`src/rtl/ita_job_arbiter_if.sv`:
```
// ita_job_arbiter_if: job-port, ITA-control and completion signals of
// ita_job_arbiter, bundled so a bench or a parent drives them as one port.
//
// Handshake rule for both channels (req_* and done_*): a transfer happens
// in a cycle where valid and ready are both 1 at the rising clock edge.
// The producer may drop valid before it sees ready; nothing is transferred
// in that case. Once the arbiter raises done_valid_o it holds the token
// and its ID stable until done_ready_i is seen.
interface ita_job_arbiter_if #(
  parameter int unsigned NumReq    = 2,
  parameter int unsigned CtrlWidth = 256,
  parameter int unsigned CntWidth  = 16
);
  localparam int unsigned IdW = (NumReq > 1) ? $clog2(NumReq) : 1;

  logic [NumReq-1:0]           req_valid_i;
  logic [NumReq-1:0]           req_ready_o;
  logic [NumReq*CtrlWidth-1:0] req_ctrl_i;
  logic [CtrlWidth-1:0]        ita_ctrl_o;
  logic                        ita_start_o;
  logic                        ita_busy_i;
  logic                        done_valid_o;
  logic                        done_ready_i;
  logic [IdW-1:0]              done_id_o;
  logic [IdW-1:0]              active_id_o;
  logic                        idle_o;
  logic [CntWidth-1:0]         jobs_done_o;
  logic                        error_o;
  // Encoded FSM state, for observation only.
  logic [2:0]                  dbg_state_o;

  // Arbiter side.
  modport slave (
    input  req_valid_i, req_ctrl_i, ita_busy_i, done_ready_i,
    output req_ready_o, ita_ctrl_o, ita_start_o, done_valid_o, done_id_o,
           active_id_o, idle_o, jobs_done_o, error_o, dbg_state_o
  );

  // Requester / ITA side.
  modport master (
    output req_valid_i, req_ctrl_i, ita_busy_i, done_ready_i,
    input  req_ready_o, ita_ctrl_o, ita_start_o, done_valid_o, done_id_o,
           active_id_o, idle_o, jobs_done_o, error_o, dbg_state_o
  );
endinterface

```
`src/rtl/ita_job_arbiter.sv`:
```
// ita_job_arbiter: round-robin front end that lets NumReq requesters share
// one ITA. A granted descriptor is held on ita_ctrl_o for the whole job, a
// one-cycle start pulse launches it, ITA busy is tracked to detect the end,
// and a completion token tagged with the requester ID is returned.
//
// Optional feature (macro ITA_JOB_ARB_TIMEOUT_EN): a watchdog in WaitBusy.
// If busy has not risen after TimeoutCycles cycles, error_o pulses once and
// the job is completed anyway so the requester still gets its token.
// Without the macro error_o is tied low and WaitBusy waits indefinitely.
module ita_job_arbiter #(
  parameter int unsigned NumReq        = 2,
  parameter int unsigned CtrlWidth     = 256,
  parameter int unsigned CntWidth      = 16,
  parameter int unsigned TimeoutCycles = 64
) (
  input  logic              clk_i,
  input  logic              rst_ni,
  ita_job_arbiter_if.slave  bus
);
  localparam int unsigned IdW = (NumReq > 1) ? $clog2(NumReq) : 1;

  typedef enum logic [2:0] {
    ST_IDLE      = 3'd0,
    ST_LAUNCH    = 3'd1,
    ST_WAIT_BUSY = 3'd2,
    ST_RUN       = 3'd3,
    ST_DONE      = 3'd4
  } state_e;

  state_e               state_q;
  logic [IdW-1:0]       rr_q;
  logic [IdW-1:0]       active_id_q;
  logic [CtrlWidth-1:0] ctrl_q;
  logic                 start_q;
  logic                 done_valid_q;
  logic                 idle_q;
  logic [CntWidth-1:0]  jobs_q;

  logic                 grant_valid;
  logic [IdW-1:0]       grant_idx;
  logic [IdW-1:0]       rr_d;
  logic [IdW:0]         cand_sum;
  logic [IdW-1:0]       cand;
  logic [NumReq-1:0]    ready;
  logic                 req_hs;
  logic                 done_hs;

`ifdef ITA_JOB_ARB_TIMEOUT_EN
  localparam int unsigned ToW = $clog2(TimeoutCycles + 1);
  logic [ToW-1:0] to_cnt_q;
  logic           err_q;
  logic           to_hit;

  assign to_hit = (to_cnt_q == ToW'(TimeoutCycles - 1));
`endif

  // Round-robin pick: first valid requester at or after the pointer, wrapping.
  always_comb begin
    grant_valid = 1'b0;
    grant_idx   = '0;
    cand_sum    = '0;
    cand        = '0;
    for (int k = 0; k < int'(NumReq); k++) begin
      cand_sum = {1'b0, rr_q} + (IdW+1)'(k);
      if (cand_sum >= (IdW+1)'(NumReq)) begin
        cand_sum = cand_sum - (IdW+1)'(NumReq);
      end
      cand = cand_sum[IdW-1:0];
      if (!grant_valid && bus.req_valid_i[cand]) begin
        grant_valid = 1'b1;
        grant_idx   = cand;
      end
    end
  end

  // Ready is one-hot on the grant, only in Idle and only while the ITA is free.
  always_comb begin
    ready = '0;
    if (state_q == ST_IDLE && !bus.ita_busy_i && grant_valid) begin
      ready[grant_idx] = 1'b1;
    end
  end

  assign req_hs  = |ready;
  assign done_hs = done_valid_q & bus.done_ready_i;
  assign rr_d    = (grant_idx == IdW'(NumReq - 1)) ? '0 : grant_idx + IdW'(1);

  // Job FSM: Idle -> Launch -> WaitBusy -> Run -> Done -> Idle, registered outputs.
  always_ff @(posedge clk_i or negedge rst_ni) begin
    if (!rst_ni) begin
      state_q      <= ST_IDLE;
      rr_q         <= '0;
      active_id_q  <= '0;
      ctrl_q       <= '0;
      start_q      <= 1'b0;
      done_valid_q <= 1'b0;
      idle_q       <= 1'b1;
      jobs_q       <= '0;
`ifdef ITA_JOB_ARB_TIMEOUT_EN
      to_cnt_q     <= '0;
      err_q        <= 1'b0;
`endif
    end else begin
      start_q <= 1'b0;
`ifdef ITA_JOB_ARB_TIMEOUT_EN
      err_q   <= 1'b0;
`endif
      case (state_q)
        ST_IDLE: begin
          if (req_hs) begin
            ctrl_q      <= bus.req_ctrl_i[grant_idx*CtrlWidth +: CtrlWidth];
            active_id_q <= grant_idx;
            rr_q        <= rr_d;
            start_q     <= 1'b1;
            idle_q      <= 1'b0;
            state_q     <= ST_LAUNCH;
          end
        end
        // Busy is deliberately not looked at during the launch cycle.
        ST_LAUNCH: begin
          state_q <= ST_WAIT_BUSY;
        end
        ST_WAIT_BUSY: begin
          if (bus.ita_busy_i) begin
            state_q  <= ST_RUN;
`ifdef ITA_JOB_ARB_TIMEOUT_EN
            to_cnt_q <= '0;
          end else if (to_hit) begin
            to_cnt_q     <= '0;
            err_q        <= 1'b1;
            done_valid_q <= 1'b1;
            state_q      <= ST_DONE;
          end else begin
            to_cnt_q <= to_cnt_q + ToW'(1);
`endif
          end
        end
        ST_RUN: begin
          if (!bus.ita_busy_i) begin
            done_valid_q <= 1'b1;
            state_q      <= ST_DONE;
          end
        end
        ST_DONE: begin
          if (done_hs) begin
            done_valid_q <= 1'b0;
            jobs_q       <= jobs_q + CntWidth'(1);
            idle_q       <= 1'b1;
            state_q      <= ST_IDLE;
          end
        end
        default: begin
          state_q <= ST_IDLE;
        end
      endcase
    end
  end

  assign bus.req_ready_o  = ready;
  assign bus.ita_ctrl_o   = ctrl_q;
  assign bus.ita_start_o  = start_q;
  assign bus.done_valid_o = done_valid_q;
  assign bus.done_id_o    = active_id_q;
  assign bus.active_id_o  = active_id_q;
  assign bus.idle_o       = idle_q;
  assign bus.jobs_done_o  = jobs_q;
  assign bus.dbg_state_o  = state_q;
`ifdef ITA_JOB_ARB_TIMEOUT_EN
  assign bus.error_o      = err_q;
`else
  // No watchdog in this build; the limit is only referenced to keep it bound.
  assign bus.error_o      = 1'b0 & (TimeoutCycles != 0);
`endif

endmodule

```
`src/flat_wrapper.sv`:
```
// flat-port wrapper written by rule: the top's interface ports become plain ports
module ita_job_arbiter_flat 
#(
  parameter int unsigned NumReq        = 2,
  parameter int unsigned CtrlWidth     = 256,
  parameter int unsigned CntWidth      = 16,
  parameter int unsigned TimeoutCycles = 64
)
  (clk_i, rst_ni, bus_req_valid_i, bus_req_ctrl_i, bus_ita_busy_i, bus_done_ready_i, bus_req_ready_o, bus_ita_ctrl_o, bus_ita_start_o, bus_done_valid_o, bus_done_id_o, bus_active_id_o, bus_idle_o, bus_jobs_done_o, bus_error_o, bus_dbg_state_o);
  ita_job_arbiter_if #(.NumReq(NumReq), .CtrlWidth(CtrlWidth), .CntWidth(CntWidth)) bus_i ();
  input  logic clk_i;
  input  logic rst_ni;
  input wire logic [$bits(bus_i.req_valid_i)-1:0] bus_req_valid_i;
  input wire logic [$bits(bus_i.req_ctrl_i)-1:0] bus_req_ctrl_i;
  input wire logic [$bits(bus_i.ita_busy_i)-1:0] bus_ita_busy_i;
  input wire logic [$bits(bus_i.done_ready_i)-1:0] bus_done_ready_i;
  output wire logic [$bits(bus_i.req_ready_o)-1:0] bus_req_ready_o;
  output wire logic [$bits(bus_i.ita_ctrl_o)-1:0] bus_ita_ctrl_o;
  output wire logic [$bits(bus_i.ita_start_o)-1:0] bus_ita_start_o;
  output wire logic [$bits(bus_i.done_valid_o)-1:0] bus_done_valid_o;
  output wire logic [$bits(bus_i.done_id_o)-1:0] bus_done_id_o;
  output wire logic [$bits(bus_i.active_id_o)-1:0] bus_active_id_o;
  output wire logic [$bits(bus_i.idle_o)-1:0] bus_idle_o;
  output wire logic [$bits(bus_i.jobs_done_o)-1:0] bus_jobs_done_o;
  output wire logic [$bits(bus_i.error_o)-1:0] bus_error_o;
  output wire logic [$bits(bus_i.dbg_state_o)-1:0] bus_dbg_state_o;
  assign bus_i.req_valid_i = bus_req_valid_i;
  assign bus_i.req_ctrl_i = bus_req_ctrl_i;
  assign bus_i.ita_busy_i = bus_ita_busy_i;
  assign bus_i.done_ready_i = bus_done_ready_i;
  assign bus_req_ready_o = bus_i.req_ready_o;
  assign bus_ita_ctrl_o = bus_i.ita_ctrl_o;
  assign bus_ita_start_o = bus_i.ita_start_o;
  assign bus_done_valid_o = bus_i.done_valid_o;
  assign bus_done_id_o = bus_i.done_id_o;
  assign bus_active_id_o = bus_i.active_id_o;
  assign bus_idle_o = bus_i.idle_o;
  assign bus_jobs_done_o = bus_i.jobs_done_o;
  assign bus_error_o = bus_i.error_o;
  assign bus_dbg_state_o = bus_i.dbg_state_o;
  ita_job_arbiter #(.NumReq(NumReq), .CtrlWidth(CtrlWidth), .CntWidth(CntWidth), .TimeoutCycles(TimeoutCycles)) u_core (.clk_i(clk_i), .rst_ni(rst_ni), .bus(bus_i));
endmodule
```
`config.mk`:
```
export PLATFORM = sky130hd
export DESIGN_NAME = ita_job_arbiter_flat
export DESIGN_NICKNAME = d
export VERILOG_FILES = /design/src/rtl/ita_job_arbiter_if.sv /design/src/rtl/ita_job_arbiter.sv /design/src/flat_wrapper.sv
export SDC_FILE = /design/constraint.sdc
export NUM_CORES = 1
export LEC_CHECK = 0
export BUFFER_PORTS_ARGS = -buffer_cell sky130_fd_sc_hd__buf_4
export CAP_MARGIN = 10
export CORE_AREA = 2 2 314 316
export DETAILED_ROUTE_END_ITERATION = 12
export DIE_AREA = 0 0 316 318
export GPL_TIMING_DRIVEN = 0
export PLACE_DENSITY = 0.44
export SYNTH_ARGS = -nofsm -noshare
export SYNTH_HDL_FRONTEND = slang
export SYNTH_SLANG_ARGS = --single-unit
```
`constraint.sdc`:
```
create_clock -name clk_i -period 2.1 [get_ports clk_i]
set_input_delay 0.42 -clock clk_i [delete_from_list [all_inputs] [get_ports clk_i]]
set_output_delay 0.42 -clock clk_i [all_outputs]
set_load 0.005 [all_outputs]
```
# Word level (Yosys, flattened, before mapping)
# Cells that the tools add are included.
# W data, S select, Z words.
# classes
multipliers	0
eq_ne	8
shifts	1
order_cmp	6
div_mod_pow	0
reduce_logical	15
n_bitwise	1
muxes	27
addsub	5
# ops
cell	n
$shiftx A512 B10 Y256	1
$mux W1	18
$add A16 B1 Y16 const B	1
$pmux W3 S5	1
$mux W3	4
$eq A3 B2 Y1 const B	2
$lt A1 B2 Y1 const B	3
$reduce_and A3 Y1	2
$logic_and A1 B1 Y1	4
$ne A2 B1 Y1 const B	2
$ne A2 B2 Y1 const B	2
$pmux W1 S2	2
$reduce_and A2 Y1	2
$reduce_and A4 Y1	1
$reduce_bool A2 Y1	2
$eq A3 B1 Y1 const B	1
$eq A3 B3 Y1 const B	1
$logic_not A3 Y1	1
$add A1 B1 Y2 const B	1
$ge A1 B2 Y1 const B	1
$ge A2 B2 Y1 const B	1
$logic_not A1 Y1	2
$mux W2	1
$reduce_or A2 Y1	1
other kinds (5)	6
# word_totals
mem_count	0
register_bits	280
mem_bits_rw	0
word_cells	71
latch_bits	0
mem_bits_ro	0

# Logic depth before layout (Yosys ltp)
# logic_depth
word_depth	16
mapped_depth	7
ltp_nobuf	5

# Least setup slack after synthesis
# OpenSTA, ideal clock, no wires.
# synth_timing
path_kind	input to output
start	in bus_req_valid_i[1]
end	out bus_req_ready_o[0]
stages	6
t_arrival_ns	1.223
setup_slack_ns	0.457
n_path_buf	2
cell_sequence	nor2_1 -> nand3b_1 -> buf_2 -> buf_2 -> inv_1 -> and2_1
# synth_between
elab_chain_len	11
word_cells_on_any_way	17
# synth_rtl
element	line	rtl
start: declaration	flat_wrapper.sv:13	input wire logic [$bits(bus_i.req_valid_i)-1:0] bus_req_valid_i;
$mux W1 (implied by the code) (2 in series)	ita_job_arbiter.sv:69	if (!grant_valid && bus.req_valid_i[cand]) begin
$mux W1	ita_job_arbiter.sv:69	
$logic_not A1 Y1	ita_job_arbiter.sv:69	
$logic_and A1 B1 Y1	ita_job_arbiter.sv:69	
$mux W1	ita_job_arbiter.sv:69	
$lt A1 B2 Y1 (implied by the code) or $ge A1 B1 Y1 (tied branches)	ita_job_arbiter.sv:80	ready[grant_idx] = 1'b1;
$logic_and A1 B1 Y1 (implied by the code)	ita_job_arbiter.sv:80	
$mux W1 (implied by the code)	ita_job_arbiter.sv:80	
$demux W1 S1	n/a	
$mux W2 *	ita_job_arbiter.sv:79	if (state_q == ST_IDLE && !bus.ita_busy_i && grant_valid) begin
end: declaration	flat_wrapper.sv:17	output wire logic [$bits(bus_i.req_ready_o)-1:0] bus_req_ready_o;
# Mark *: on every way between the ends. The rest lies on a longest branch, timed or not. The select of a mux whose other input is x is not followed.

# Final worst setup path
# layout_timing
start	reg u_core.state_q[0] (netlist: u_core.bus.dbg_state_o[0])
end	out bus_req_ready_o[0]
# layout_between
elab_chain_len	4
# layout_rtl
element	line	rtl
start: declaration	ita_job_arbiter.sv:30	state_e state_q;
start signal: assignment	ita_job_arbiter.sv:91	state_q <= ST_IDLE;
start signal: assignment	ita_job_arbiter.sv:116	state_q <= ST_LAUNCH;
start signal: assignment	ita_job_arbiter.sv:121	state_q <= ST_WAIT_BUSY;
$logic_not A3 Y1	ita_job_arbiter.sv:79	
$logic_and A1 B1 Y1 (2 in series)	ita_job_arbiter.sv:79	
$mux W2	ita_job_arbiter.sv:79	
# No other way between the ends.

==> qor.txt <==
Root Buffer -> clkbuf_16
Power Density -> 1180 nW/um^2
Vias/cell -> 3.64
Final #Nets -> 2586
Combinational share of power -> 40.8%
Dpl ws -> -1.34 ns
Max_cap viols -> 0
Leak -> 11.4 nW
Initial antenna violation count -> 8
Setup Viol. Count Final -> 2
Clk_lat worst skew -> 0.55 ns
Port bufs -> 799
Multi-input logic area -> 5340 sq um
Clock sink total -> 280
CP Capture Type -> primary output
Slowest cell on the critical path -> dfrtp_2
Initial DRC Count -> 555
Min-Delay Path Depth -> 3
Hold WS -> 0.148 ns
GP Congestion -> 0.774
Max incr delay on CP -> 0.43 ns
Failing checks -> setup timing
RSZ-0062 raised after global routing -> yes
Setup_tns -> -0.373 ns
Finished Core Util -> 22.6%
# rows -> 115
Clock share of power -> 24.1%
Worst path depth -> 8
FF-to-FF Start -> u_core.rr_q
Slew Limit Fails -> 0
Biggest area consumer among synthesized cells -> dfrtp_1
Top post-synthesis cells by area -> dfrtp_1 55%, mux2i_1 20%, nand2_1 7.8%, o21ai_1 6.7%, o21ai_0 3.5%
Routed length per placed instance -> 19.7 microns
CP cell instances -> nor2_4 -> nand3b_1 -> buf_6 -> buf_12 -> buf_12 -> clkinv_4 -> and2_4 -> buf_6
Crit path buffers/inverters -> 5
Yosys cell types -> 35
Synth Area in Simple Gates -> 9.67%
Area added between synthesis and finish -> 72.6%
Internal power -> 16.8 mW
Outcome -> finished, violations left
Detail Placement HPWL -> 53400 microns
Peak VDD IR -> 0.000423 V
First-pass GRT wire length -> 93100 microns
Inserted Clock Buffers -> 36
Reg clk slew, reported paths -> 0.06 ns
Number of synthesized register bits -> 280
Worst-Margin Slew -> 0.699 ns
DIE HEIGHT -> 318 microns
Arrival time of the worst setup path -> 1.88 ns
Synth Area in Adders -> 0.0982%
Crit path max-delay family -> buffers and inverters
WS Path Type -> reg2out
Initial Util -> 13.1%
Number of nets with antenna violations after routing -> 0
Post-route insts no fill -> 3385
Max frequency -> 0.434 GHz
Setup ws final -> -0.204 ns
Largest net degree at the start of global routing -> 106
Top-area cell type share of the netlist area -> 54.8%
Sw Share -> 35.0%
DRC -> 0
Final Cycle Share -> 110%
Number of global-route vias before repair -> 13100
DP Area -> 20400 sq um
Startpoint types -> register
Skew final -> 0.0190 ns
Synthesized area per cell -> 10.5 sq um
Fill cell count -> 10800
DR pass1 iterations -> 4
Die span in x -> 316 microns
Ys flop type -> dfrtp_1
Hold wc startpoint -> bus_req_ctrl_i[271]
Clock Path Buffers -> 3
R2R depth -> 6
Sequential-to-total area share from yosys stat -> 55.0%
Design Area, Final -> 22000 sq um
Post-Syn Area -> 12700 sq um
Syn_nets -> 1729
Warnings, synthesis -> 0
XOR/XNOR Fraction of Synth Area -> 1.09%
Largest family of logic cells by synthesized area -> multiplexers
Design Power -> 25.9 mW
Vias -> 12300
Total gr overflow -> 0
IO Count -> 801
Hold WC Path Type -> in2reg
All-layer global routing usage -> 12.7%
Synth Area in Compound Gates -> 10.4%
Routed WL -> 66600 microns
Slew HR -> 53.4%
Final Hold Fails -> 0
H-tree Lvls -> 2
Crit path required time -> 1.68 ns
Post-synthesis mux area share -> 20.2%
CTS tree -> built
Layout cells sized above 1 -> 46.4%
Sequential cell area -> 7010 sq um
Syn Inst Count -> 1210
Dpl cells -> 3299
Ys async rst share -> 100%
EDFF count, synth -> 0
Crit Path Max Fanout -> 4
Crit path launch -> u_core.bus.dbg_state_o[0]
Seq pwr share -> 35.2%
Min Tclk post-route -> 2.30 ns
Core area -> 97400 sq um
NetSw -> 9.08 mW
Die ar. -> 100000 sq um
[cell usage in the layout (no fill, tap or decap), types with 6 or more instances in the layout]
master / Yosys / routed
buf_4: 9 / 832
dfrtp_1: 279 / 275
nand2_1: 266 / 266
mux2i_1: 256 / 249
o21ai_1: 170 / 170
o21ai_0: 88 / 88
clkbuf_16: 0 / 37
clkbuf_1: 28 / 23
buf_2: 50 / 20
clkbuf_2: 0 / 17
buf_6: 1 / 13
xnor2_1: 10 / 10
nand3_1: 8 / 8
diode_2: 0 / 7
nor2_1: 10 / 7
clkbuf_4: 0 / 7
mux2i_2: 0 / 6
clkbuf_8: 0 / 6
[cell families (layout without fill, tap and decap cells)]
| kind of cell | Yosys count | after routing |
|---|---|---|
| simple gates | 302 | 302 |
| buf+inv | 91 | 972 |
| mux | 257 | 257 |
| fa+ha+maj | 1 | 1 |
| flops | 280 | 280 |
| compound gates | 263 | 263 |
| other cells | 1 | 8 |
| xor+xnor | 15 | 15 |
[timing repair]
item                                   4_1_cts  5_1_grt
hold buffers                                 1        0
pin swaps                                    4        2
setup endpoints to repair                  256      118
setup buffers                               15        2
gates resized for setup                     73       37
endpoints found under the hold margin       71        0
[cell type report]
type                    instances  area share, %
repair buffers                820           28.3
well taps                    1287           7.33
clock inverters                 6          0.398
flip-flops and latches        280           31.9
diodes                          7         0.0797
clock buffers                  56           4.81
multi-input cells             839           24.3
inverters                       2         0.0569
plain buffers                  88           2.79
[cells in the mapped netlist, types with 3 or more instances]
cell	n
buf_2	50
buf_4	9
clkbuf_1	28
dfrtp_1	279
mux2i_1	256
nand2_1	266
nand3_1	8
nand4_1	4
nor2_1	10
nor3_1	3
o21ai_0	88
o21ai_1	170
xnor2_1	10
xor2_1	4
[state kept, by name, indices dropped and copies added, names as in the netlist]
| register | cells |
|---|---|
| u_core.bus.ita_ctrl_o | 256 |
| u_core.bus.jobs_done_o | 16 |
| u_core.bus.dbg_state_o | 3 |
| u_core.bus.active_id_o | 1 |
| u_core.bus.done_valid_o | 1 |
| u_core.bus.idle_o | 1 |
| u_core.bus.ita_start_o | 1 |
| u_core.rr_q | 1 |
[path summary, 6_finish.rpt]
path | to | slack, ns
min reg2reg | u_core.bus.ita_ctrl_o[182] | 0.48
min | u_core.bus.ita_ctrl_o[15] | 0.15
min in group asynchronous | u_core.bus.ita_ctrl_o[105] | 0.47
max reg2reg | u_core.bus.ita_ctrl_o[84] | 0.05
max in group asynchronous | u_core.bus.ita_ctrl_o[239] | 0.52
max | bus_req_ready_o[0] | -0.20
[routing by layer]
metal	global-route usage [%]	share of wire, %	up-vias
li1	-	-	5873
met1	15.3	41	5895
met2	22.2	49	492
met3	3.03	7.4	71
met4	3.81	2.6	0
met5	0	0	-
[power by group through the flow]
stage / logic (mW) / clock network [mW] / registers, mW
final: 10.6 / 6.24 / 9.11
after global routing: 11.6 / 6.71 / 9.41
after CTS: 10.8 / 6.52 / 9.13
after detailed placement: 10.5 / 0 / 9.18
after global placement: 10.4 / 0 / 9.12
after floorplan: 3.54 / 0 / 9.18
[tightest hold or removal path, stage by stage]
cell and delay (ns):
buf_4 0.08, mux2i_1 0.05, o21ai_1 0.10
Note: power is estimated with default switching activity, not from simulation.
